### config.mk
export PLATFORM = sky130hd
export DESIGN_NAME = switch_debouncer
export DESIGN_NICKNAME = d
export VERILOG_FILES = /design/src/rtl/switch_debouncer_pkg.sv /design/src/rtl/switch_debouncer_debounce_bit.sv /design/src/rtl/switch_debouncer.sv
export SDC_FILE = /design/constraint.sdc
export NUM_CORES = 1
export LEC_CHECK = 0
export BUFFER_PORTS_ARGS = -buffer_cell sky130_fd_sc_hd__buf_2
export CORE_MARGIN = 8
export CORE_UTILIZATION = 50
export CTS_CLUSTER_DIAMETER = 100
export CTS_CLUSTER_SIZE = 28
export DETAILED_ROUTE_END_ITERATION = 10
export HOLD_SLACK_MARGIN = 0.05
export PLACE_DENSITY = 0.8
export SYNTH_ARGS = -nofsm -noshare
export SYNTH_HDL_FRONTEND = slang
export SYNTH_SLANG_ARGS = --single-unit
### constraint.sdc
create_clock -name CLK -period 3.6 [get_ports CLK]
set_clock_uncertainty 0.05 [all_clocks]
set_input_delay 0.36 -clock CLK [delete_from_list [all_inputs] [get_ports CLK]]
set_output_delay 0.36 -clock CLK [all_outputs]
set_load 0.05 [all_outputs]
### src/rtl/switch_debouncer_pkg.sv
// Shared constants for the slide-switch debouncer: switch width and default timing.
package switch_debouncer_pkg;

  localparam int unsigned SW_WIDTH        = 8;
  localparam int unsigned DEF_CLK_DIV     = 100000;
  localparam int unsigned DEF_DEBOUNCE_MS = 10;

  typedef logic [SW_WIDTH-1:0] sw_vec_t;

endpackage : switch_debouncer_pkg

### src/rtl/switch_debouncer_debounce_bit.sv
// One switch bit: two-flop synchronizer, tick-based stability counter,
// accepted level and registered edge pulses.
module debounce_bit
  import switch_debouncer_pkg::*;
#(
  parameter int unsigned DEBOUNCE_MS = DEF_DEBOUNCE_MS
) (
  input  logic clk_i,
  input  logic rst_ni,
  input  logic tick_i,
  input  logic sw_i,
  output logic db_o,
  output logic rise_o,
  output logic fall_o
);

  localparam int unsigned   CW   = $clog2(DEBOUNCE_MS + 1);
  localparam logic [CW-1:0] LAST = CW'(DEBOUNCE_MS - 1);

  logic [1:0]    sync_q;
  logic [CW-1:0] cnt_q, cnt_d;
  logic          db_q, db_d;
  logic          rise_q, rise_d;
  logic          fall_q, fall_d;

  // Counter only advances on ticks while the input disagrees; any agreement
  // restarts the count, so a glitch forfeits all accumulated progress.
  always_comb begin
    cnt_d  = cnt_q;
    db_d   = db_q;
    rise_d = 1'b0;
    fall_d = 1'b0;
    if (sync_q[1] == db_q) begin
      cnt_d = '0;
    end else if (tick_i) begin
      if (cnt_q == LAST) begin
        db_d   = sync_q[1];
        cnt_d  = '0;
        rise_d = sync_q[1];
        fall_d = ~sync_q[1];
      end else begin
        cnt_d = cnt_q + CW'(1);
      end
    end
  end

  always_ff @(posedge clk_i or negedge rst_ni) begin
    if (!rst_ni) begin
      sync_q <= '0;
      cnt_q  <= '0;
      db_q   <= 1'b0;
      rise_q <= 1'b0;
      fall_q <= 1'b0;
    end else begin
      sync_q <= {sync_q[0], sw_i};
      cnt_q  <= cnt_d;
      db_q   <= db_d;
      rise_q <= rise_d;
      fall_q <= fall_d;
    end
  end

  assign db_o   = db_q;
  assign rise_o = rise_q;
  assign fall_o = fall_q;

endmodule : debounce_bit

### src/rtl/switch_debouncer.sv
// Eight-switch debouncer: one shared tick prescaler feeding a debounce_bit per switch.
module switch_debouncer
  import switch_debouncer_pkg::*;
#(
  parameter int unsigned CLK_DIV     = DEF_CLK_DIV,
  parameter int unsigned DEBOUNCE_MS = DEF_DEBOUNCE_MS
) (
  input  logic                CLK,
  input  logic                RST_N,
  input  logic [SW_WIDTH-1:0] SW,
  output logic [SW_WIDTH-1:0] SW_DB,
  output logic [SW_WIDTH-1:0] SW_RISE,
  output logic [SW_WIDTH-1:0] SW_FALL,
  output logic                TICK_1K
);

  localparam int unsigned   DW       = (CLK_DIV > 1) ? $clog2(CLK_DIV) : 1;
  localparam logic [DW-1:0] DIV_LAST = DW'(CLK_DIV - 1);

  logic [DW-1:0] div_q, div_d;
  logic          tick;

  // Tick is decoded from the count itself, so it is low out of reset.
  always_comb begin
    tick  = (div_q == DIV_LAST);
    div_d = tick ? '0 : div_q + DW'(1);
  end

  always_ff @(posedge CLK or negedge RST_N) begin
    if (!RST_N) begin
      div_q <= '0;
    end else begin
      div_q <= div_d;
    end
  end

  assign TICK_1K = tick;

  for (genvar g = 0; g < SW_WIDTH; g++) begin : g_bit
    debounce_bit #(
      .DEBOUNCE_MS (DEBOUNCE_MS)
    ) u_bit (
      .clk_i  (CLK),
      .rst_ni (RST_N),
      .tick_i (tick),
      .sw_i   (SW[g]),
      .db_o   (SW_DB[g]),
      .rise_o (SW_RISE[g]),
      .fall_o (SW_FALL[g])
    );
  end

endmodule : switch_debouncer
* Word-level counts from Yosys, hierarchy flattened
Cells that the tools add are included.
Cells by class: add/subtract/negate cells 9, eq/ne operators 17, multiplexer cells 73, bitwise gates (word level) 16, reductions and logical operators 16
Operators by type and width (count):
- $mux 4 | 24
- $mux 1 | 48
- $add 4x1->4 const B | 8
- $eq 4x4->1 const B | 8
- $reduce_and 3->1 | 8
- $add 17x1->17 const B | 1
- $eq 17x17->1 const B | 1
- $mux 17 | 1
- $not 1->1 | 16
- $reduce_bool 2->1 | 8
- $eq 1x1->1 | 8
Word-level totals: register bits after elaboration 89, input port bits 10, output and inout bits 25, logic and storage cells 172

* Logic depth before layout (Yosys ltp)
Gate-level depths: netlist of the first run.
depth after elaboration 4, gate-level depth with buffers 8, mapped depth without buffers 6

* Hierarchy
From an unflattened synthesis of the first run, not the netlist that was laid out.
Second synthesis, totals: cells, all modules 306, area total of the unflattened synthesis 3716.1 µm²
Modules (own cells, without submodules):
- debounce_bit | instances 8, cells an instance 29, area an instance 365.4 µm², seq. area each 225.2 µm²
- switch_debouncer | instances 1, cells an instance 74, area an instance 793.3 µm², seq. area each 425.4 µm²

* Least setup slack after synthesis of the first run
OpenSTA, ideal clock, no wires.
path type register to register, start point register div_q[5], end point register g_bit[0].u_bit.db_q, library setup time 0.125 ns, data arrival time 2.020 ns, data required time 3.425 ns, slack 1.406 ns, cell stages (with the launch flop) 8, buffers on the path 2, period minus slack after synthesis 2.194 ns, cell sequence dfrtp_1 buf_6 or4b_1 nand4b_4 inv_1 buf_2 nand2_1 mux2_2
Between the ends: word-level cells in the longest chain between the ends 2
Ends and longest elaborated chain:
- from (decl) | line switch_debouncer.sv:20 | logic [DW-1:0] div_q, div_d;
- from (signal assigned) | line switch_debouncer.sv:33 | div_q <= div_d;
- $eq 17x17->1 | line switch_debouncer.sv:25 | tick = (div_q == DIV_LAST);
- via TICK_1K | line switch_debouncer.sv:14 | output logic TICK_1K
- $reduce_and 3->1 (no source line)
- to (signal assigned) | line switch_debouncer_debounce_bit.sv:51 | db_q <= 1'b0;
- to (signal assigned) | line switch_debouncer_debounce_bit.sv:57 | db_q <= db_d;
- to (decl) | line switch_debouncer_debounce_bit.sv:22 | logic db_q, db_d;
The timed path passes the listed nets, and every way through them passes these cells. A chain may end at the register's enable or synchronous reset.

* Worst setup path after layout of the first run
start point register div_q[5], end point output TICK_1K
Between the ends: word-level cells in the longest chain between the ends 1
Ends and longest elaborated chain (line):
- $eq 17x17->1 | switch_debouncer.sv:25
- to (decl) | switch_debouncer.sv:14
Every way passes these cells.

==> results of run 1 <==
per-layer routing:
layer,global-route usage,share of wire,vias to the layer above
met5,0,0,-
met4,0.0553,0.016,0
met3,0.0420,0.045,12
met1,0.138,0.43,1351
li1,-,-,1341
met2,0.219,0.51,46
worst register-to-register path: stages (launching register included):
cell and delay, ps:
dfrtp_1 470, or4b_1 490, nand4b_4 180, buf_4 310, or4b_1 600, a31oi_1 170
sequential cells by signal, indices dropped and copies added, names as in the netlist:
register            flops
g_bit.u_bit.rise_o      8
g_bit.u_bit.db_o        8
g_bit.u_bit.sync_q     16
g_bit.u_bit.cnt_q      32
div_q                  17
g_bit.u_bit.fall_o      8
stage by stage:
| stage | cells | total power, mW |
|---|---|---|
| floorplan | 385 | 1.04 |
| global placement | 491 | 1.07 |
| detailed placement | 491 | 1.07 |
| CTS | 513 | 1.75 |
| global route | 514 | 1.80 |
| finish | 514 | 1.73 |
cells by family (layout without fill, tap and decap cells):
logic type / after synthesis / after routing / share of synthesized area
multiplexers: 10 / 10 / 0.0268
buffers and inverters: 51 / 75 / 0.0727
AO/OA/AOI/OAI: 49 / 49 / 0.0620
flip-flops: 89 / 89 / 0.541
XOR/XNOR: 20 / 20 / 0.0426
AND/OR/NAND/NOR: 149 / 149 / 0.203
adder cells (fa/ha/maj): 17 / 17 / 0.0517
cells in the final DEF, fill, tap and decap left out, drive strengths merged:
cell         synthesis  final
nand4                4      4
and4bb               2      2
dlygate4sd3          0      8
dfrtp               89     89
and3                 5      5
or4b                 9      9
nand4b               1      1
a21oi               24     24
xor2                 7      7
inv                 17     17
buf                 28     35
nand3               15     15
o21ai               17     17
or4                  8      8
bufinv               0      1
a31oi                8      8
ha                  17     17
mux2                 8      8
mux2i                2      2
or3                 16     16
clkbuf               6     13
xnor2               13     13
nor3                 2      2
nand2               46     46
and4                 1      1
and2                 1      1
nor2                23     23
nor3b               16     16
clkinvlp             0      1
timing repair:
item                       in CTS  in global routing
hold buffers                    7                  1
setup endpoints to repair       0                  0
buffers inserted                0                  0
hold endpoints to repair        7                  1
path summary, 6_finish.rpt:
kind	startpoint	to	slack, ps	cells past startpoint
min in group CLK	g_bit[7].u_bit.sync_q[0]	g_bit[7].u_bit.sync_q[1]	300	0
worst min register to register	g_bit[7].u_bit.sync_q[0]	g_bit[7].u_bit.sync_q[1]	300	0
worst min-delay path	RST_N	g_bit[3].u_bit.sync_q[0]	140	1
max in group asynchronous	RST_N	g_bit[6].u_bit.fall_o	2670	1
worst max register to register	div_q[5]	g_bit[3].u_bit.cnt_q[3]	1260	5
worst max-delay path	div_q[5]	TICK_1K	920	4
where the power goes:
part,internal [mW],leakage [nW],total (mW),switching (mW)
sequential,1.01,1.19,1.01,0.00606
combinational,0.0136,0.721,0.0393,0.0257
clock,0.356,0.0957,0.677,0.321
total,1.38,2.01,1.73,0.353
final cells by class:
class	instances	area (sq um)	area share
clock buffer	13	159	0.0356
clock inverter	2	37.5	0.00840
inverter	17	63.8	0.0143
multi-input combinational	245	1590	0.355
sequential	89	2230	0.499
tap	105	131	0.0294
timing repair buffer	43	260	0.0583
==> results.toml, run 1 <==
[floorplanning]
start_util = 0.508
core_sq_um = 8090
die_w_um = 107
io_pins = 35
die_area_sq_um = 11400
die_height_um = 107
rows = 33

[worst_setup_path]
cp-start-kind = "flip-flop"
end_kind = "output port"
cp.required_ps = 3190
cp_max_fo = 14
crit_slowest_cell = "or4b_1"
cp_num_buf_inv = 2
max_stage_delay_ps = 490
cp_top_family = "buffers and inverters"
path_cells = "or4b_1 > nand4b_4 > inv_1 > buf_2"
arrival_ps = 2270
critPathKind = "reg -> out"

[grt]
grt_overflow = 0
track_usage = 0.126
grt_pass1_vias = 2749
antenna_found_initial = 0
grt_max_degree = 90
grt_pass1_wl_mm = 11.8

[job]
cap_violations = 0

[timing]
worst_slew_pin_slew_ps = 1060
tns_ps = 0
fin_crit_ps = 2680
max_slew_margin = 0.294
rsz0062_at_grt = "no"
hold_viol = 0
fin_crit_sh = 0.744
whs_ps = 144
setup_ws_ps = 922
slew_viol_final = 0
setup_viol = 0
max_freq_mhz = 373

[synth]
synth_area_leader_cell = "dfrtp_1"
synth-seq-area-share = 0.541
avgSynthCellArea_sq_um = 10.7
synth-edff-count = 0
synthTopCellsByArea = "dfrtp_1, ha_1, buf_4"
yosys_warnings = 0
synthFlopType = "dfrtp_1"
synth_top_area_share = 0.541
synth_area_sq_um = 4110
yosysMostFrequentCell = "dfrtp_1"
syn_inst = 385
synth.distinct_cells = 28
ys_ff_latch = 89
synthesis.nets = 412
async_flop_share = 1.00
yosys-top-cells-count = "dfrtp_1, nand2_1, a21oi_1, buf_4, nor2_1"

[detailed_routing]
wl_per_cell_um = 13.3
routed_wl_mm = 6.84
postRouteAntennaNets = 0
viasPerCell = 5.35
via_count = 2750
drt_pre_antenna_iters = 6
drt_iter0_markers = 72
drc = 0

[clock_tree]
clk_pin_slew_worst_paths_ps = 80
cts_root_buf = "clkbuf_8"
cts_tree = "yes"
numCtsBuffers = 9
htree_levels = 3
cts_resized = 0
cts_sinks = 89
clock_path_buffers = 2
insertion_delay_ps = 350

[final_layout]
design_area_sq_um = 4470
syn_to_final_growth_pct = 8.58
utilization = 0.552
nFillCells = 701
antenna_cells = 0
fin_nets = 432
drive_gt1_frac = 0.144

[pwr]
p_per_area_nw_per_um2 = 387
max-vdd-ir-drop_mv = 0.220
leakagePower_nw = 2.01

[placed_design]
place.gp.congestion = 0.770
postPlaceCellArea_sq_um = 4190
port_buffers = 34
hpwlAfterDp_mm = 4.61
pre_cts_ws_ps = 1280

[min_path]
min_path_type = "in -> async"

[status]
outcome = "completed"
Note: power is estimated with default switching activity, not from simulation.
==> run 2: changes to the inputs <==
Settings changed: PLACE_DENSITY 0.8 to 0.82.
Clock period 3.6 ns to 2.2 ns, I/O delays scaled along.
==> results.toml, run 2 (synthesized netlist as in run 1, its figures left out) <==
[status]
outcome = "completed"

[final_layout]
nFillCells = 675
syn_to_final_growth_pct = 13.0
antenna_cells = 0
largest_register_ffs = 32
fin_nets = 444
reg.largest.list = "g_bit.u_bit.cnt_q x32, div_q x17, g_bit.u_bit.sync_q x16"
regMostFlops = "g_bit.u_bit.cnt_q"
drive_gt1_frac = 0.175
layout_commonest_cell = "dfrtp_1"
final_cell_mix = "dfrtp_1, nand2_1, buf_2"

[worst_setup_path]
arrival_ps = 2410
end_kind = "flip-flop"
cp.required_ps = 2430
cp_max_fo = 24
cp-start-kind = "flip-flop"
rrSetupSlack_ps = 20
critPathKind = "reg -> reg"

[timing]
slew_viol_final = 0
hold_viol = 0
rsz0062_at_grt = "yes"
fin_crit_sh = 0.989
setup_viol = 0
fin_crit_ps = 2180
max_freq_mhz = 459
setup_ws_ps = 23.3
max_slew_margin = 0.697
worst_slew_pin_slew_ps = 452

[detailed_routing]
wl_per_cell_um = 14.1
via_count = 2793
drc = 0
drt_iter0_markers = 149
routed_wl_mm = 7.45
postRouteAntennaNets = 0
viasPerCell = 5.30
drt_pre_antenna_iters = 5

[job]
cap_violations = 0

[floorplanning]
rows = 33
die_w_um = 107
io_pins = 35
die_area_sq_um = 11400
core_sq_um = 8090
start_util = 0.508
die_height_um = 107

[clock_tree]
cts_sinks = 89
clock_path_buffers = 2
clk_pin_slew_worst_paths_ps = 90
numCtsBuffers = 9
cts_root_buf = "clkbuf_8"
htree_levels = 3
insertion_delay_ps = 360
cts_tree = "yes"

[min_path]
min_path_type = "in -> async"

[placed_design]
pre_cts_ws_ps = -2.82
place.gp.congestion = 0.817
hpwlAfterDp_mm = 4.93
port_buffers = 34

[grt]
antenna_found_initial = 0
grt_pass1_wl_mm = 12.8
grt_overflow = 0
grt_max_degree = 61
track_usage = 0.138
grt_pass1_vias = 2785

[pwr]
p_total_mw = 2.97
leakagePower_nw = 2.10
p_per_area_nw_per_um2 = 639
max-vdd-ir-drop_mv = 0.336
==> run 2: layout make-up <==
class                           instances  area, sq um  area share
Inverter                               17         63.8      0.0137
Tap cell                              105          131      0.0283
Sequential cell                        89         2230       0.479
Timing Repair Buffer                   55          413      0.0888
Clock inverter                          7          103      0.0221
Clock buffer                            9          124      0.0266
Multi-Input combinational cell        245         1590       0.341
==> run 2: layer usage <==
layer / up-vias / GRT usage / share of wire
met2: 46 / 0.224 / 0.50
met4: 0 / 0.0633 / 0.018
li1: 1361 / - / -
met5: - / 0 / 0
met3: 12 / 0.0378 / 0.042
met1: 1374 / 0.167 / 0.44
==> run 2: power breakdown <==
group	internal (mW)	total, mW	switching, mW
clock network	0.649	1.24	0.592
registers	1.65	1.66	0.00965
logic	0.0273	0.0714	0.0441
==> run 2: worst max-delay path, cell delays in order (launching register included) <==
cell and delay (ps):
dfrtp_1 400, or4b_1 530, nand4b_4 230, buf_6 200, or4b_1 520, a31oi_1 190
==> run 2: path summary, 6_finish.rpt <==
| kind | from | end | depth (start not counted) |
|---|---|---|---|
| worst min-delay path | RST_N | g_bit[1].u_bit.sync_q[1] | 2 |
| min in group CLK | g_bit[1].u_bit.sync_q[0] | g_bit[1].u_bit.sync_q[1] | 0 |
| worst max register to register | div_q[8] | g_bit[5].u_bit.cnt_q[3] | 5 |
| max in group asynchronous | RST_N | g_bit[0].u_bit.sync_q[0] | 3 |
| worst max-delay path | div_q[8] | g_bit[5].u_bit.cnt_q[3] | 5 |
| worst min register to register | g_bit[1].u_bit.sync_q[0] | g_bit[1].u_bit.sync_q[1] | 0 |
==> run 2: metrics by stage <==
stage,area (sq um),std cells,utilization,setup TNS (ps),hold WS (ps)
2_1_floorplan,4110,385,-,0,-126
3_3_place_gp,4280,499,0.528,0,123
3_5_place_dp,4280,499,0.528,-2.82,128
4_1_cts,4600,524,0.569,0,271
5_1_grt,4650,527,0.575,-322,300
6_report,4650,527,0.575,0,261
==> run 2: timing repair <==
action,in CTS,in global routing
endpoints found under the hold margin,37,0
buffers inserted,0,2
cloned,0,1
endpoints found under the setup margin,2,14
gates resized for setup,3,3
hold buffers,9,0
pin swaps,0,1
